File: config.mk
export PLATFORM = sky130hd
export DESIGN_NAME = tea_engine
export DESIGN_NICKNAME = d
export VERILOG_FILES = /design/src/rtl/tea_engine.sv
export SDC_FILE = /design/constraint.sdc
export NUM_CORES = 2
export LEC_CHECK = 0
export ABC_AREA = 1
export ABC_CLOCK_PERIOD_IN_PS = 9000
export BUFFER_PORTS_ARGS = -buffer_cell sky130_fd_sc_hd__buf_2
export CAP_MARGIN = 20
export CORE_MARGIN = 3
export CORE_UTILIZATION = 35
export CTS_BUF_LIST = sky130_fd_sc_hd__clkbuf_2 sky130_fd_sc_hd__clkbuf_4 sky130_fd_sc_hd__clkbuf_8
export DETAILED_ROUTE_END_ITERATION = 8
export GPL_TIMING_DRIVEN = 0
export PLACE_DENSITY_LB_ADDON = 0.25
export SLEW_MARGIN = 20
export SYNTH_ARGS = -nofsm -noshare
export SYNTH_HDL_FRONTEND = slang
export SYNTH_SLANG_ARGS = --single-unit
File: constraint.sdc
create_clock -name clk -period 9 [get_ports clk]
set_clock_uncertainty 0.05 [all_clocks]
set_input_delay 1.35 -clock clk [delete_from_list [all_inputs] [get_ports clk]]
set_output_delay 1.35 -clock clk [all_outputs]
set_load 0.01 [all_outputs]
File: src/rtl/tea_engine.sv
// tea_engine: TEA block-cipher engine with valid/ready handshakes on both sides.
// Each block is encrypted or decrypted according to the mode sampled at accept.
// UNROLL cipher cycles are chained combinationally per clock, so a block takes
// ROUNDS/UNROLL clocks from the accept edge to out_valid.
// Optional feature macro: TEA_XTEA_EN adds port in_xtea, which selects XTEA per block.
module tea_engine #(
    parameter int unsigned ROUNDS = 32,
    parameter int unsigned UNROLL = 1,
    parameter logic [31:0] DELTA  = 32'h9E3779B9
) (
    input  logic         clk,
    input  logic         rst_n,
    input  logic         in_valid,
    output logic         in_ready,
    input  logic         in_decrypt,
    input  logic [63:0]  in_data,
    input  logic [127:0] in_key,
`ifdef TEA_XTEA_EN
    input  logic         in_xtea,
`endif
    output logic         out_valid,
    input  logic         out_ready,
    output logic [63:0]  out_data,
    output logic         busy
);

    // Illegal configurations stop elaboration.
    if (ROUNDS < 1 || ROUNDS > 64) begin : g_bad_rounds
        $fatal(1, "tea_engine: ROUNDS must be in 1..64");
    end
    if (!(UNROLL == 1 || UNROLL == 2 || UNROLL == 4)) begin : g_bad_unroll
        $fatal(1, "tea_engine: UNROLL must be 1, 2 or 4");
    end
    if (UNROLL != 0 && (ROUNDS % UNROLL) != 0) begin : g_bad_divide
        $fatal(1, "tea_engine: UNROLL must divide ROUNDS");
    end

    localparam int unsigned STEPS    = ROUNDS / UNROLL;
    localparam logic [6:0]  CNT_LOAD = 7'(STEPS);
    // Decrypt starts from the sum the encrypt schedule ends on.
    localparam logic [31:0] SUM_DEC  = DELTA * 32'(ROUNDS);

    typedef enum logic [1:0] {
        S_IDLE,
        S_RUN,
        S_DONE
    } state_t;

    state_t         state;
    logic [6:0]     cnt;
    logic [31:0]    v0_r;
    logic [31:0]    v1_r;
    logic [31:0]    sum_r;
    logic [127:0]   key_r;
    logic           dec_r;
`ifdef TEA_XTEA_EN
    logic           xt_r;
`endif
    logic [95:0]    next_st;
    logic           accept;

    // TEA round function: ((x<<4)+a) ^ (x+s) ^ ((x>>5)+b).
    function automatic logic [31:0] tea_f(input logic [31:0] x, input logic [31:0] s,
                                          input logic [31:0] a, input logic [31:0] b);
        return ((x << 4) + a) ^ (x + s) ^ ((x >> 5) + b);
    endfunction

    // One TEA cycle on {sum, v0, v1}; decrypt undoes encrypt step by step in reverse order.
    function automatic logic [95:0] tea_step(input logic [95:0] st, input logic [127:0] k,
                                             input logic de);
        logic [31:0] s;
        logic [31:0] v0;
        logic [31:0] v1;
        {s, v0, v1} = st;
        if (!de) begin
            s  = s + DELTA;
            v0 = v0 + tea_f(v1, s, k[127:96], k[95:64]);
            v1 = v1 + tea_f(v0, s, k[63:32], k[31:0]);
        end else begin
            v1 = v1 - tea_f(v0, s, k[63:32], k[31:0]);
            v0 = v0 - tea_f(v1, s, k[127:96], k[95:64]);
            s  = s - DELTA;
        end
        return {s, v0, v1};
    endfunction

`ifdef TEA_XTEA_EN
    // Key word K[i], with K[0] taken from the top of the key bus.
    function automatic logic [31:0] key_word(input logic [127:0] k, input logic [1:0] i);
        logic [31:0] w;
        case (i)
            2'd0:    w = k[127:96];
            2'd1:    w = k[95:64];
            2'd2:    w = k[63:32];
            default: w = k[31:0];
        endcase
        return w;
    endfunction

    function automatic logic [31:0] xtea_mix(input logic [31:0] x);
        return ((x << 4) ^ (x >> 5)) + x;
    endfunction

    // One XTEA cycle on {sum, v0, v1}; the sum update sits between the two half-updates.
    function automatic logic [95:0] xtea_step(input logic [95:0] st, input logic [127:0] k,
                                              input logic de);
        logic [31:0] s;
        logic [31:0] v0;
        logic [31:0] v1;
        {s, v0, v1} = st;
        if (!de) begin
            v0 = v0 + (xtea_mix(v1) ^ (s + key_word(k, s[1:0])));
            s  = s + DELTA;
            v1 = v1 + (xtea_mix(v0) ^ (s + key_word(k, s[12:11])));
        end else begin
            v1 = v1 - (xtea_mix(v0) ^ (s + key_word(k, s[12:11])));
            s  = s - DELTA;
            v0 = v0 - (xtea_mix(v1) ^ (s + key_word(k, s[1:0])));
        end
        return {s, v0, v1};
    endfunction
`endif

    // Ready only while running free of reset, in IDLE or while the sink drains DONE.
    assign in_ready = rst_n & ((state == S_IDLE) | ((state == S_DONE) & out_ready));
    assign accept   = in_valid & in_ready;
    assign busy     = (state == S_RUN);

    // Chain UNROLL cipher cycles within one clock.
    always_comb begin
        next_st = {sum_r, v0_r, v1_r};
        for (int unsigned i = 0; i < UNROLL; i++) begin
`ifdef TEA_XTEA_EN
            if (xt_r)
                next_st = xtea_step(next_st, key_r, dec_r);
            else
`endif
                next_st = tea_step(next_st, key_r, dec_r);
        end
    end

    // Handshake FSM, clock counter and latched operands; result outputs are registered here.
    always_ff @(posedge clk or negedge rst_n) begin
        if (!rst_n) begin
            state     <= S_IDLE;
            cnt       <= '0;
            v0_r      <= '0;
            v1_r      <= '0;
            sum_r     <= '0;
            key_r     <= '0;
            dec_r     <= 1'b0;
`ifdef TEA_XTEA_EN
            xt_r      <= 1'b0;
`endif
            out_valid <= 1'b0;
            out_data  <= '0;
        end else if (accept) begin
            // Accept covers both IDLE and the back-to-back DONE hand-off.
            state     <= S_RUN;
            cnt       <= CNT_LOAD;
            v0_r      <= in_data[63:32];
            v1_r      <= in_data[31:0];
            key_r     <= in_key;
            dec_r     <= in_decrypt;
            sum_r     <= in_decrypt ? SUM_DEC : '0;
`ifdef TEA_XTEA_EN
            xt_r      <= in_xtea;
`endif
            out_valid <= 1'b0;
        end else begin
            case (state)
                S_RUN: begin
                    {sum_r, v0_r, v1_r} <= next_st;
                    cnt                 <= cnt - 7'd1;
                    if (cnt == 7'd1) begin
                        state     <= S_DONE;
                        out_valid <= 1'b1;
                        out_data  <= next_st[63:0];
                    end
                end
                S_DONE: begin
                    if (out_ready) begin
                        state     <= S_IDLE;
                        out_valid <= 1'b0;
                    end
                end
                default: ;
            endcase
        end
    end

endmodule

* Word-level counts from Yosys, hierarchy flattened
Index checks and enable logic that the tools add are counted.
** Word-level totals
- Bits in registers :: 299
- Latch bits :: 0
- Bits in writable memories :: 0
- ROM bits :: 0
- Bits of input ports :: 197
- Output and inout bits :: 67
- Memories :: 0
** Cells by class
- $add $sub $neg :: 19
- $mul :: 0
- Divide/modulo/power cells :: 0
- $lt $le $gt $ge :: 0
- Equality and inequality tests :: 5
- Shift-type cells :: 0
- Mux-type cells :: 20
- Bitwise operators :: 13
- Reduce and logical (&&, ||, !) cells :: 5
** Operator list (number)
- adder 32 bit :: 10
- two-way mux 32 bit :: 10
- XOR 32 bit :: 8
- adder 27 x 32 -> 32 bit :: 4
- subtractor 32 bit :: 2
- adder 32 bit (second input constant) :: 1
- subtractor 32 bit (second input constant) :: 1
- two-way mux 7 bit :: 2
- == test 7 x 1 -> 1 bit (second input constant) :: 1
- subtractor 7 x 1 -> 7 bit (second input constant) :: 1
- two-way mux 2 bit :: 3
- AND reduction 3 bit :: 2
- case mux 2 bit (2 select lines) :: 1
- AND 1 bit :: 3
- two-way mux 1 bit :: 3
- != test 3 x 1 -> 1 bit (second input constant) :: 1
- != test 3 bit (second input constant) :: 1
- nonzero test 3 bit :: 1
- == test 2 x 1 -> 1 bit (second input constant) :: 1
- == test 2 bit (second input constant) :: 1
- zero test 2 bit :: 1
- case mux 1 bit (2 select lines) :: 1
- nonzero test 2 bit :: 1
- NOT 1 bit :: 1
- OR 1 bit :: 1

* Depth between registers and ports, before layout
- Depth in word-level cells :: 12
- Gate-level depth with buffers :: 65
- Mapped depth without buffers :: 65

* Least setup slack after synthesis
OpenSTA, ideal clock, no wires.
- Path type :: reg-to-reg
- From :: reg sum_r[1]
- To :: reg out_data[31]
- Library setup time :: 0.118 ns
- Arrival :: 7.504 ns
- Required time :: 8.832 ns
- Path slack :: 1.328 ns
- Stages on the path, launching flop included :: 58
- Path buffers :: 0
- Period minus slack after synthesis :: 7.672 ns
- Cells stage by stage :: dfrtp_1 ha_1 nand2_1 inv_2 nor2_4 nand2_2 a21oi_2 nand2_2 nand2_2 nand2_2 nor2_2 nand2_2 nand2_4 a21oi_4 nor2_4 xor2_1 ha_1 nand2_1 [... 22 more ...] xor2_1 xor2_1 xnor2_1 inv_1 ha_1 inv_1 nor4_1 a221oi_1 nand2_1 nand2_1 nand2_1 nand3_1 nand2_1 inv_1 nand3_1 nand3_2 nand3_1 nand2_1
** On the way
- Longest elaborated chain between the ends :: 10
- Elaborated cells on any way between the ends :: 16
** RTL lines
- start, declared :: RTL line 53 : logic [31:0] sum_r;
- start signal, assigned :: RTL line 165 : sum_r <= in_decrypt ? SUM_DEC : '0;
- start signal, assigned :: RTL line 173 : {sum_r, v0_r, v1_r} <= next_st;
- adder 32 bit :: RTL line 76 : s = s + DELTA;
- adder 32 bit :: RTL line 65 : return ((x << 4) + a) ^ (x + s) ^ ((x >> 5) + b);
- XOR 32 bit (2 in a row) :: RTL line 65
- adder 32 bit :: RTL line 77 : v0 = v0 + tea_f(v1, s, k[127:96], k[95:64]);
- adder 32 bit :: RTL line 65
- XOR 32 bit (2 in a row) :: RTL line 65
- adder 32 bit :: RTL line 78 : v1 = v1 + tea_f(v0, s, k[63:32], k[31:0]);
- two-way mux 32 bit * :: RTL line 75 : if (!de) begin
- end signal, assigned :: RTL line 178 : out_data <= next_st[63:0];
- end, declared :: RTL line 23 : output logic [63:0] out_data,
Every way passes the cells marked *; elsewhere a longest branch is shown, timed or not.
A chain may end at the register's enable or synchronous reset.

* Final worst setup path
Same ends and word-level chain as after synthesis.

==> results.cfg <==
[run]
max_cap_violations = 0

[routing]
drt_pass1_iterations = 6
ant_nets = 0
drtIter0Drc = 3973
viasPerCell = 5.61
drcViolationCount = 0
wl_per_cell_um = 25.2
num_vias = 43800
routed_wl_um = 197000

[logic_synthesis]
yosysTopAreaCell = dfrtp_1
syn_avg_cell_area_um2 = 6.86
synth.yosys.seq_area_share_pct = 18.7
synth_seq_cells = 298
yosysMostFrequentCell = nand2_1
synth-edff-count = 0
ys_types = 75
syn_inst = 5816
synth_top_area_share_pct = 18.7
ys_top_cells_by_count = 1644 x nand2_1, 572 x inv_1, 508 x a21oi_1
syn-num-nets = 6512
async_reset_ff_share_pct = 100
yosys_warnings = 0
synth_area_leaders = dfrtp_1 19%, nand2_1 15%, ha_1 15%
yosys_most_used_dff = dfrtp_1
syn_area_um2 = 39900

[clocking]
cts-htree-levels = 2
clkLatencyLatePin_ns = 0.82
cts.sinks = 298
clkTransAtPathRegs_ns = 0.06
cts_buffer_depth = 3
clockRootBuffer = clkbuf_8
cts_made_buffers = 59
cts_tree = yes
postCtsHoldBufs = 0

[run_status]
run_status = completed

[layout]
drive_gt1_share_pct = 18.5
syn2layout_area_growth_pct = 21.9
num-fill-cells = 12000
fin_nets = 6954
finalNonFillerCells = 7812

[hold_path]
min_delay_worst_endpoint = cnt[3]$_DFFE_PN0P_
worstHoldPathType = flip-flop to flip-flop
min_from = cnt[3]$_DFFE_PN0P_
hold_path_depth = 1

[setup_path]
cpMaxStageDelayCell = dfrtp_2
end_kind = flip-flop
critical_path_class = flip-flop to flip-flop
r2r-start = sum_r[1]$_DFFE_PN0P_
critPathLaunchType = flip-flop
rrSetupSlack_ns = 0.07
cp.arrival_ns = 9.56
path_max_fanout = 5
reg2reg_depth = 57
reg2reg_to = out_data[31]$_DFFE_PN0P_
slowest_delay_ns = 0.48
required_ns = 9.63

[global_route]
grt_pass1_vias = 42100
grt.overflow.total = 0
grt_max_degree = 85
grt_usage_pct = 32.2
grt_pass1_wl_um = 275000
antenna_found_initial = 9

[floorplanning]
pin_count = 264
fp.dieW_um = 344
rows = 123
die_height_um = 344
dieArea_um2 = 118000
start_util_pct = 35.4
core_um2 = 113000

[sta]
timing.final.crit_share_pct = 99.3
final-max-slew-violation-count = 0
setup-tns-final_ns = 0
max_freq_mhz = 112
rsz0062_at_grt = true
worst_pin_slew_ns = 1.23
hold_viol = 0
slew_headroom_pct = 17.7
min_period_ns = 8.93
setup_violations = 0

[power_and_ir_drop]
p_sw_mw = 0.786
p_int_mw = 2.32
power.total_mw = 3.11
power.share.combinational_pct = 2.8
power_leakage_nw = 23.9
p_clk_share_pct = 54.2
pwr-share-seq_pct = 43.1
power_density_nw_per_um2 = 64.0
peakVddDrop_mv = 0.103
switching_share_pct = 25.3

[place]
io_buffers = 263
dp_hpwl_um = 164000
routabilityCongestion = 1.01
dp.cells = 7584
worst max-delay path by stage:
stage | start | endpoint | slack [ns] | cells past startpoint
2_1_floorplan | sum_r[1]$_DFFE_PN0P_ | out_data[31]$_DFFE_PN0P_ | 1.33 | 57
3_3_place_gp | rst_n | key_r[86]$_DFFE_PN0P_ | -2.14 | 9
3_5_place_dp | v0_r[5]$_DFFE_PN0P_ | out_data[63]$_DFFE_PN0P_ | -1.97 | 48
4_1_cts | sum_r[3]$_DFFE_PN0P_ | out_data[31]$_DFFE_PN0P_ | 0.003 | 54
5_1_grt | sum_r[1]$_DFFE_PN0P_ | out_data[31]$_DFFE_PN0P_ | -0.22 | 62
6_report | sum_r[1]$_DFFE_PN0P_ | out_data[31]$_DFFE_PN0P_ | 0.07 | 57
state kept, by name, summed over array words and instances, names as in the netlist:
signal and count:
cnt 7, dec_r 1, key_r 128, out_data 64, out_valid 1, state 1
sum_r 32, v0_r 32, v1_r 32
cell usage in the layout, fill, tap and decap left out, types with 15 or more instances in the layout:
master	instances
nand2_1	1578
inv_1	547
a21oi_1	464
ha_1	419
xor2_1	356
nor2_1	293
buf_2	270
dfrtp_1	270
o21ai_0	246
nand3_1	233
xnor2_1	209
buf_4	108
nand2_2	89
clkbuf_8	70
a21oi_2	67
clkbuf_1	67
o21ai_2	53
o21ai_1	50
nor3_1	47
o211ai_1	47
ha_4	47
xor2_2	45
nand3_2	42
a31oi_1	39
nand4_1	36
a21o_1	34
o21bai_1	32
inv_2	31
dfrtp_2	27
xor2_4	26
o21a_1	25
o221ai_1	23
nand2_4	19
a21boi_2	19
clkbuf_4	18
or2_2	17
ha_2	17
o22ai_1	16
nor2_2	15
critical path: cells and delay by family (launching register included):
kind                     cells  cell delay, ns
buffers and inverters        8            0.67
AO/OA/AOI/OAI                5            0.96
AND/OR/NAND/NOR             31            3.41
adder cells (fa/ha/maj)      5            1.48
XOR/XNOR                     8            1.68
flip-flops                   1            0.48
repair_timing:
action / 4_1_cts / 5_1_grt
buffers inserted: 50 / 63
resized for setup: 261 / 340
setup endpoints to repair: 57 / 48
pin swaps: 68 / 145
layout make-up:
class | count | area (µm²) | share of cell area, %
antenna | 10 | 25.0 | 0.0515
buffer | 97 | 432 | 0.888
clock buffer | 87 | 1090 | 2.24
multi-input combinational | 4836 | 32800 | 67.5
timing repair buffer | 381 | 2420 | 4.97
sequential | 298 | 7490 | 15.4
inverter | 585 | 2210 | 4.55
tap | 1500 | 1880 | 3.86
clock inverter | 18 | 272 | 0.559
stage by stage:
step	area [µm²]	hold slack (ns)	setup slack, ns	utilization, %
5_1_grt	48600	0.453	-0.219	43.1
2_1_floorplan	39900	0.384	1.33	-
6_report	48600	0.423	0.0655	43.1
3_3_place_gp	43100	0.403	-2.14	38.2
3_5_place_dp	43200	0.412	-1.97	38.3
4_1_cts	46400	0.425	0.00263	41.1
layer usage:
metal,track usage [%],vias to the layer above,share of wire [%]
met4,13.3,6,5.2
met3,5.47,430,9.1
li1,-,20300,-
met1,42.6,21100,42
met5,0,-,0.023
met2,51.7,1978,44
logic make-up after synthesis:
logic type | after synthesis | synth area share [%]
AO/OA/AOI/OAI | 1235 | 18.7
AND/OR/NAND/NOR | 2448 | 25.7
flip-flops | 298 | 18.7
buffers and inverters | 682 | 6.57
adder cells (fa/ha/maj) | 499 | 16.0
XOR/XNOR | 654 | 14.4
power by group through the flow:
stage	Combinational (mW)	Sequential [mW]	Clock (mW)
floorplan	0.0000608	1.36	0
global placement	0.0830	1.36	0
detailed placement	0.0879	1.36	0
CTS	0.0883	1.34	1.72
global route	0.0943	1.34	1.77
finish	0.0861	1.34	1.69
Note: power is estimated with default switching activity, not from simulation.
